<file path="config.mk">
export PLATFORM = sky130hd
export DESIGN_NAME = multicycle_control_fsm
export DESIGN_NICKNAME = d
export VERILOG_FILES = /design/src/rtl/multicycle_control_fsm.sv
export SDC_FILE = /design/constraint.sdc
export NUM_CORES = 1
export LEC_CHECK = 0
export BUFFER_PORTS_ARGS = -buffer_cell sky130_fd_sc_hd__buf_2
export CORE_MARGIN = 2
export CORE_UTILIZATION = 35
export DETAILED_ROUTE_END_ITERATION = 12
export GPL_ROUTABILITY_DRIVEN = 0
export SLEW_MARGIN = 5
export SYNTH_ARGS = -nofsm -noshare
export SYNTH_HDL_FRONTEND = slang
export SYNTH_SLANG_ARGS = --single-unit
</file>
<file path="constraint.sdc">
create_clock -name clk -period 2.15 [get_ports clk]
set_clock_uncertainty 0.05 [all_clocks]
set_input_delay 0.215 -clock clk [delete_from_list [all_inputs] [get_ports clk]]
set_output_delay 0.215 -clock clk [all_outputs]
set_load 0.01 [all_outputs]
</file>
<file path="src/rtl/multicycle_control_fsm.sv">
// Control sequencer for the shared multi-cycle RV32I datapath: per-state
// datapath controls, memory handshake with timeout, halt detection and perf counters.
module multicycle_control_fsm #(
   parameter int CNT_W        = 32,
   parameter int MEM_WAIT_MAX = 64
) (
   input  logic             clk,
   input  logic             reset_n,
   input  logic [6:0]       opcode,
   input  logic             halt_req,
   input  logic             alu_bcond,
   input  logic             mem_ready,
   output logic             i_or_d,
   output logic             mem_read,
   output logic             mem_write,
   output logic             ir_write,
   output logic             reg_write,
   output logic             mem_to_reg,
   output logic             alu_src_a,
   output logic [1:0]       alu_src_b,
   output logic [1:0]       alu_op_sel,
   output logic             pc_source,
   output logic             pc_write,
   output logic             is_halted,
   output logic             mem_timeout,
   output logic [CNT_W-1:0] cycle_count,
   output logic [CNT_W-1:0] inst_count
);

   // state      | meaning
   // S_IF       | fetch: read mem at PC, latch IR on mem_ready
   // S_ID       | decode: ALUOut <= PC+4, dispatch on opcode
   // S_EX_R     | R-type ALU op rs1,rs2
   // S_EX_I     | I-type ALU op rs1,imm
   // S_EX_LS    | load/store address rs1+imm
   // S_MEM_RD   | data read at ALUOut
   // S_MEM_WR   | data write at ALUOut, retires on mem_ready
   // S_WB_ALU   | rd <= ALUOut, retire
   // S_WB_MEM   | rd <= mem data, retire
   // S_EX_JAL   | rd <= PC+4, PC <= PC+imm
   // S_EX_JALR  | rd <= PC+4, PC <= rs1+imm
   // S_EX_BR    | branch compare; not taken retires with PC+4
   // S_BR_TAKEN | PC <= PC+imm
   // S_PC_NEXT  | NOP / non-halting ECALL: PC <= PC+4
   // S_HALT     | absorbing until reset
   typedef enum logic [3:0] {
      S_IF, S_ID, S_EX_R, S_EX_I, S_EX_LS, S_MEM_RD, S_MEM_WR, S_WB_ALU,
      S_WB_MEM, S_EX_JAL, S_EX_JALR, S_EX_BR, S_BR_TAKEN, S_PC_NEXT, S_HALT
   } state_t;

   localparam int WAIT_W = (MEM_WAIT_MAX > 1) ? $clog2(MEM_WAIT_MAX + 1) : 1;
   localparam logic [WAIT_W-1:0] WAIT_LAST =
      (MEM_WAIT_MAX > 0) ? WAIT_W'(MEM_WAIT_MAX - 1) : '0;

   state_t              state_q, state_d;
   logic [WAIT_W-1:0]   wait_q, wait_d;
   logic                timeout_q, timeout_d;
   logic [CNT_W-1:0]    cycle_q, inst_q;
   logic                mem_state, wait_hit;

   logic                i_or_d_c, mem_read_c, mem_write_c, ir_write_c;
   logic                reg_write_c, mem_to_reg_c, alu_src_a_c;
   logic [1:0]          alu_src_b_c, alu_op_sel_c;
   logic                pc_source_c, pc_write_c, is_halted_c;

   always_comb begin
      state_d   = state_q;
      timeout_d = timeout_q;
      mem_state = (state_q == S_IF) || (state_q == S_MEM_RD) || (state_q == S_MEM_WR);
      case (state_q)
         S_IF:     if (mem_ready) state_d = S_ID;
         S_ID: begin
            case (opcode)
               7'b0110011: state_d = S_EX_R;
               7'b0010011: state_d = S_EX_I;
               7'b0000011,
               7'b0100011: state_d = S_EX_LS;
               7'b1100011: state_d = S_EX_BR;
               7'b1101111: state_d = S_EX_JAL;
               7'b1100111: state_d = S_EX_JALR;
               7'b1110011: state_d = halt_req ? S_HALT : S_PC_NEXT;
               default:    state_d = S_PC_NEXT;
            endcase
         end
         S_EX_R, S_EX_I: state_d = S_WB_ALU;
         S_EX_LS:  state_d = opcode[5] ? S_MEM_WR : S_MEM_RD;
         S_MEM_RD: if (mem_ready) state_d = S_WB_MEM;
         S_MEM_WR: if (mem_ready) state_d = S_IF;
         S_EX_BR:  state_d = alu_bcond ? S_BR_TAKEN : S_IF;
         S_WB_ALU, S_WB_MEM, S_EX_JAL, S_EX_JALR, S_BR_TAKEN, S_PC_NEXT:
                   state_d = S_IF;
         S_HALT:   state_d = S_HALT;
         default:  state_d = S_IF;
      endcase
      // The current cycle is the MEM_WAIT_MAX-th consecutive stall cycle.
      wait_hit = (MEM_WAIT_MAX != 0) && mem_state && !mem_ready && (wait_q == WAIT_LAST);
      if (wait_hit) begin
         state_d   = S_HALT;
         timeout_d = 1'b1;
      end
      wait_d = (mem_state && !mem_ready && (state_d == state_q)) ? wait_q + 1'b1 : '0;
   end

   always_comb begin
      i_or_d_c     = 1'b0;
      mem_read_c   = 1'b0;
      mem_write_c  = 1'b0;
      ir_write_c   = 1'b0;
      reg_write_c  = 1'b0;
      mem_to_reg_c = 1'b0;
      alu_src_a_c  = 1'b0;
      alu_src_b_c  = 2'b00;
      alu_op_sel_c = 2'b00;
      pc_source_c  = 1'b0;
      pc_write_c   = 1'b0;
      is_halted_c  = 1'b0;
      case (state_q)
         S_IF: begin
            mem_read_c = 1'b1;
            ir_write_c = mem_ready;
         end
         S_ID:     alu_src_b_c = 2'b01;
         S_EX_R: begin
            alu_src_a_c  = 1'b1;
            alu_op_sel_c = 2'b01;
         end
         S_EX_I: begin
            alu_src_a_c  = 1'b1;
            alu_src_b_c  = 2'b10;
            alu_op_sel_c = 2'b01;
         end
         S_EX_LS: begin
            alu_src_a_c = 1'b1;
            alu_src_b_c = 2'b10;
         end
         S_MEM_RD: begin
            i_or_d_c   = 1'b1;
            mem_read_c = 1'b1;
         end
         S_MEM_WR: begin
            i_or_d_c    = 1'b1;
            mem_write_c = 1'b1;
            if (mem_ready) begin
               alu_src_b_c = 2'b01;
               pc_write_c  = 1'b1;
            end
         end
         S_WB_ALU, S_WB_MEM: begin
            reg_write_c  = 1'b1;
            mem_to_reg_c = (state_q == S_WB_MEM);
            alu_src_b_c  = 2'b01;
            pc_write_c   = 1'b1;
         end
         S_EX_JAL, S_EX_JALR: begin
            reg_write_c = 1'b1;
            alu_src_a_c = (state_q == S_EX_JALR);
            alu_src_b_c = 2'b10;
            pc_write_c  = 1'b1;
         end
         S_EX_BR: begin
            alu_src_a_c  = 1'b1;
            alu_op_sel_c = 2'b10;
            if (!alu_bcond) begin
               pc_source_c = 1'b1;
               pc_write_c  = 1'b1;
            end
         end
         S_BR_TAKEN: begin
            alu_src_b_c = 2'b10;
            pc_write_c  = 1'b1;
         end
         S_PC_NEXT: begin
            pc_source_c = 1'b1;
            pc_write_c  = 1'b1;
         end
         S_HALT:   is_halted_c = 1'b1;
         default:  ;
      endcase
   end

   always_ff @(posedge clk or negedge reset_n) begin
      if (!reset_n) begin
         state_q   <= S_IF;
         wait_q    <= '0;
         timeout_q <= 1'b0;
         cycle_q   <= '0;
         inst_q    <= '0;
      end else begin
         state_q   <= state_d;
         wait_q    <= wait_d;
         timeout_q <= timeout_d;
         if (state_q != S_HALT) cycle_q <= cycle_q + CNT_W'(1);
         if (pc_write_c)        inst_q  <= inst_q + CNT_W'(1);
      end
   end

   // Reset forces every control low at once, even though the state is IF.
   assign i_or_d      = reset_n & i_or_d_c;
   assign mem_read    = reset_n & mem_read_c;
   assign mem_write   = reset_n & mem_write_c;
   assign ir_write    = reset_n & ir_write_c;
   assign reg_write   = reset_n & reg_write_c;
   assign mem_to_reg  = reset_n & mem_to_reg_c;
   assign alu_src_a   = reset_n & alu_src_a_c;
   assign alu_src_b   = reset_n ? alu_src_b_c  : 2'b00;
   assign alu_op_sel  = reset_n ? alu_op_sel_c : 2'b00;
   assign pc_source   = reset_n & pc_source_c;
   assign pc_write    = reset_n & pc_write_c;
   assign is_halted   = reset_n & is_halted_c;
   assign mem_timeout = timeout_q;
   assign cycle_count = cycle_q;
   assign inst_count  = inst_q;

endmodule

</file>
==> Yosys cells after proc, flatten, opt, wreduce, memory -nomap -nowiden <==
Cells that the tools add are included.
{ "word_totals": {"ff_bits": 76, "in_bits": 12, "output_inout_bits": 79, "wordCells": 88} }
{ "op_classes": {"add_sub_neg": 3, "eq_ne": 25, "n_mux": 27, "bitwise_logic": 10, "reduce_logical": 18} }
{ "ops": {"columns": ["operator", "n"], "rows": [
  ["adder 32 x 1 -> 32 bit (second input constant)", 2],
  ["one-hot mux 4 bit (8 select lines)", 1],
  ["== test 4 bit (second input constant)", 7],
  ["== test 7 bit (second input constant)", 4],
  ["one-hot mux 4 bit (7 select lines)", 1],
  ["== test 7 x 6 -> 1 bit (second input constant)", 3],
  ["two-way mux 4 bit", 5],
  ["== test 4 x 3 -> 1 bit (second input constant)", 4],
  ["OR reduction 2 bit", 6],
  ["AND 1 bit", 10],
  ["two-way mux 1 bit", 10],
  ["== test 4 x 2 -> 1 bit (second input constant)", 2],
  ["two-way mux 2 bit", 4],
  ["OR reduction 4 bit", 2],
  ["adder 7 x 1 -> 7 bit (second input constant)", 1],
  ["== test 7 x 2 -> 1 bit (second input constant)", 1],
  ["== test 7 x 5 -> 1 bit (second input constant)", 1],
  ["two-way mux 7 bit", 1],
  ["one-hot mux 2 bit (3 select lines)", 1],
  ["OR reduction 6 bit", 1],
  ["OR reduction 5 bit", 1],
  ["== test 4 x 1 -> 1 bit (second input constant)", 1],
  ["== test 4 bit", 1],
  ["logical NOT 4 bit", 1],
  ["other kinds (8)", 12]
]} }

==> Logic depth before layout (Yosys ltp) <==
{ "logic_depth": {"word_depth": 9, "ltp_mapped": 7, "ltp_nobuf": 5} }

==> Worst setup path before layout <==
Ideal clock, no wire load.
{ "synth_timing": {"path_kind": "reg2reg", "start": "register inst_q[0] (netlist: inst_count[0])", "end": "register inst_q[28] (netlist: inst_count[28])", "setup_time_ps": 79, "arrival_time_ps": 1663, "required_ps": 2021, "path_slack_ps": 358, "path_stages_with_launch": 7, "n_path_buf": 1, "synth_period_minus_slack_ps": 1792, "cell_sequence": "dfrtp_1 -> ha_1 -> nand3_1 -> or3_1 -> buf_2 -> nor4_1 -> xor2_1"} }
{ "synth_between": {"elab_chain_cells": 1} }
{ "synth_rtl": {"columns": ["element", "line", "text"], "rows": [
  ["start, declared", "58", "logic [CNT_W-1:0] cycle_q, inst_q;"],
  ["start signal, assigned", "193", "if (pc_write_c) inst_q <= inst_q + CNT_W'(1);"],
  ["adder 32 x 1 -> 32 bit", "193", null]
]} }
No other way between the ends.
A chain may end at the register's enable or synchronous reset.

==> Worst setup path after layout <==
{ "layout_timing": {"start": "register state_q[2]", "end": "output port alu_src_b[0]"} }
{ "layout_between": {"elab_chain_cells": 4, "elab_cells_between_ends": 13, "cone_classes": "eq/ne (9); mux (2); reduce/logical (2)"} }
{ "layout_rtl": {"columns": ["element", "line", "text"], "rows": [
  ["start, declared", "55", "state_t state_q, state_d;"],
  ["start signal, assigned", "189", "state_q <= state_d;"],
  ["== test 4 bit (tied with other cells)", "117", "case (state_q)"],
  ["OR reduction 5 bit (no line) or OR reduction 3 bit (tied branches)", null, null],
  ["one-hot mux 2 bit (3 select lines) *", "117", null],
  ["two-way mux 2 bit *", "205", "assign alu_src_b = reset_n ? alu_src_b_c : 2'b00;"],
  ["end, declared", "20", "output logic [1:0] alu_src_b,"]
]} }
Mark *: on every way between the ends. The rest lies on a longest branch, timed or not.

==> flow_summary.json <==
{
  "ant_nets": 0,
  "grt_overflow": 0,
  "cp.arrival_ps": 1760,
  "fin_crit_sh_pct": 94.4,
  "num_vias": 3381,
  "path_max_fanout": 11,
  "initial_core_util_pct": 35.8,
  "avgSynthCellArea_sq_um": 9.95,
  "reg2reg_depth": 5,
  "pre_cts_slack_ps": 204,
  "synth_ff_type": "dfrtp_1",
  "die_y_um": 112,
  "startpoint_type": "flop",
  "setup_violations": 0,
  "path_class": "reg2out",
  "status": "finished clean",
  "cts_buffers": 9,
  "hold_violations": 0,
  "drive_gt1_share_pct": 25.7,
  "dpl.hpwl_um": 6670,
  "grt_max_degree": 63,
  "ys_seq_area_share_pct": 46.7,
  "ys_seq_elements": 76,
  "clock-sinks": 76,
  "clock_latency_ps": 330,
  "fin_ws_ps": 121,
  "area_delta_synth_final_pct": 23.2,
  "port_buffers": 90,
  "track_usage_pct": 16.0,
  "p_per_area_nw_per_um2": 628,
  "worstSetupStartpoint": "state_q[2]",
  "clk_pin_slew_ps": 60,
  "grt_pass1_vias": 3260,
  "drc": 0,
  "cts_max_level": 3,
  "clockBufferDepth": 2,
  "final.setup.tns_ps": 0,
  "reg2reg_slack_ps": 180,
  "synthDistinctLibCells": 53,
  "ir_drop_uv": 419,
  "cts_tree": "built",
  "drt-total-wl_um": 9560,
  "met1_usage_pct": 21.4,
  "synthArstFlopShare_pct": 100,
  "pin_count": 91,
  "ys_warn_count": 0,
  "r2r_start": "inst_count[0]",
  "worstMarginPinSlew_ps": 800,
  "endpoint": "alu_src_b[0]",
  "syn_nets": 424,
  "die-area_sq_um": 12500,
  "cts_setup_buffers": 0,
  "final_net_count": 515,
  "rows": 39,
  "regToRegEndpoint": "inst_count[18]",
  "dr.pass1.iters": 4,
  "coreArea_sq_um": 11400,
  "antenna_found_initial": 0,
  "fmax_mhz": 493,
  "grt_use_met3_pct": 4.03,
  "met2_usage_pct": 24.6,
  "required_ps": 1880,
  "hp-class": "in2async",
  "dpl-instance-area_sq_um": 4670,
  "final_area_sq_um": 5010,
  "synth_cells": 409,
  "antennaDiodeCount": 0,
  "period_needed_ps": 2030,
  "vias_per_cell": 5.22,
  "cap_viol_max_count": 0,
  "cellLeakagePower_nw": 2.49,
  "busiest_layer": "met2",
  "maxSlewHeadroom_pct": 46.7,
  "syn_area_sq_um": 4070,
  "synth_edf_count": 0,
  "grt_pass1_wl_um": 16100,
  "endpoint_kind": "output port",
  "wl_per_cell_um": 14.8,
  "drv_slew": 0,
  "clockRootBuffer": "clkbuf_16",
  "rsz0062_at_grt": "no",
  "drtIter0Drc": 221,
  "die_x_um": 112
}
-- metrics by stage --
stage,hold WS (ps),total power [mW],util (%),instances
6_report,196,3.15,44.1,648
5_1_grt,204,3.27,44.1,648
4_1_cts,188,3.21,44.1,648
3_5_place_dp,-6.43,1.53,41.1,631
3_3_place_gp,-7.16,1.53,41.1,631
2_1_floorplan,-131,1.47,-,409
-- cells in the mapped netlist, drive strengths merged, types with 2 or more instances --
cell	number	area share (%)
a21o	2	0.37
a21oi	8	0.98
and2	6	0.92
and3	6	0.92
and4	7	1.5
buf	16	2.7
clkbuf	6	0.55
dfrtp	76	47
ha	3	0.92
inv	15	1.4
mux2	2	0.55
mux2i	2	0.49
nand2	29	2.7
nand2b	6	0.92
nand3	25	3.1
nand3b	3	0.55
nand4	24	3.7
nor2	29	2.7
nor3	17	2.2
nor3b	2	0.37
nor4	24	4.7
nor4b	2	0.80
o211ai	3	0.55
o21a	2	0.37
o21ai	5	0.61
o22ai	2	0.31
or3	3	0.58
xnor2	38	8.2
xor2	31	6.7
-- flip-flops by register name (all words and copies together), names as in the netlist --
name / count
cycle_count: 32
inst_count: 32
wait_q: 7
state_q: 4
mem_timeout: 1
-- how the worst min path moves through the flow --
| stage | start | to | slack [ps] | depth (start not counted) |
|---|---|---|---|---|
| floorplan | reset_n | cycle_count[0] | -130 | 0 |
| global placement | reset_n | cycle_count[1] | -7 | 1 |
| detailed placement | reset_n | cycle_count[1] | -6 | 1 |
| CTS | reset_n | cycle_count[1] | 190 | 2 |
| global route | reset_n | cycle_count[1] | 200 | 2 |
| finish | reset_n | mem_timeout | 200 | 2 |
-- repair_timing --
item                                   4_1_cts  5_1_grt
endpoints found under the hold margin       14        0
setup endpoints to repair                    0        2
hold buffers                                 1        0
resized for setup                            0        3
-- report_power, final --
group,switching [mW],internal (mW),leakage (nW)
Combinational,0.0520,0.0183,1.31
Sequential,0,1.43,1.02
Clock,0.602,1.05,0.162
-- kinds of logic after synthesis --
| group | share of synthesized area (%) |
|---|---|
| xor+xnor | 14.8 |
| flops | 46.7 |
| compound gates | 5.35 |
| fa+ha+maj | 0.922 |
| mux | 1.04 |
| buf+inv | 4.73 |
| simple gates | 26.4 |
-- per-layer routing --
metal | routed length (um) | vias to the layer above
met5 | 0 | -
met4 | 173 | 0
li1 | - | 1632
met3 | 485 | 12
met2 | 4360 | 86
met1 | 4540 | 1651
-- cell usage in the layout, fill, tap and decap left out, drive strengths merged, types with 3 or more instances in the layout --
master and n:
buf 101, dfrtp 76, xnor2 38, xor2 31
nand2 29, nor2 29, nand3 25, nand4 24
nor4 24, nor3 17, inv 15, clkbuf 10
a21oi 8, and4 7, nand2b 6, and3 6
and2 6, o21ai 5, clkinv 5, nand3b 3
o211ai 3, ha 3, or3 3
-- final cells by class --
class,instances,area (sq um)
multi-input cells,295,1980
clock buffers,10,239
inverters,16,60.1
repair buffers,102,562
fillers,1103,6350
flip-flops and latches,76,1900
well taps,143,179
clock inverters,6,87.6
-- worst max-delay path, cell delays in order, from the launching register on --
cell and delay (ps):
dfrtp_2 470, buf_4 200, inv_1 120, nand2_1 140, o31a_1 280, nor2_1 90, buf_2 140
Power figures use the tool's default switching activity.
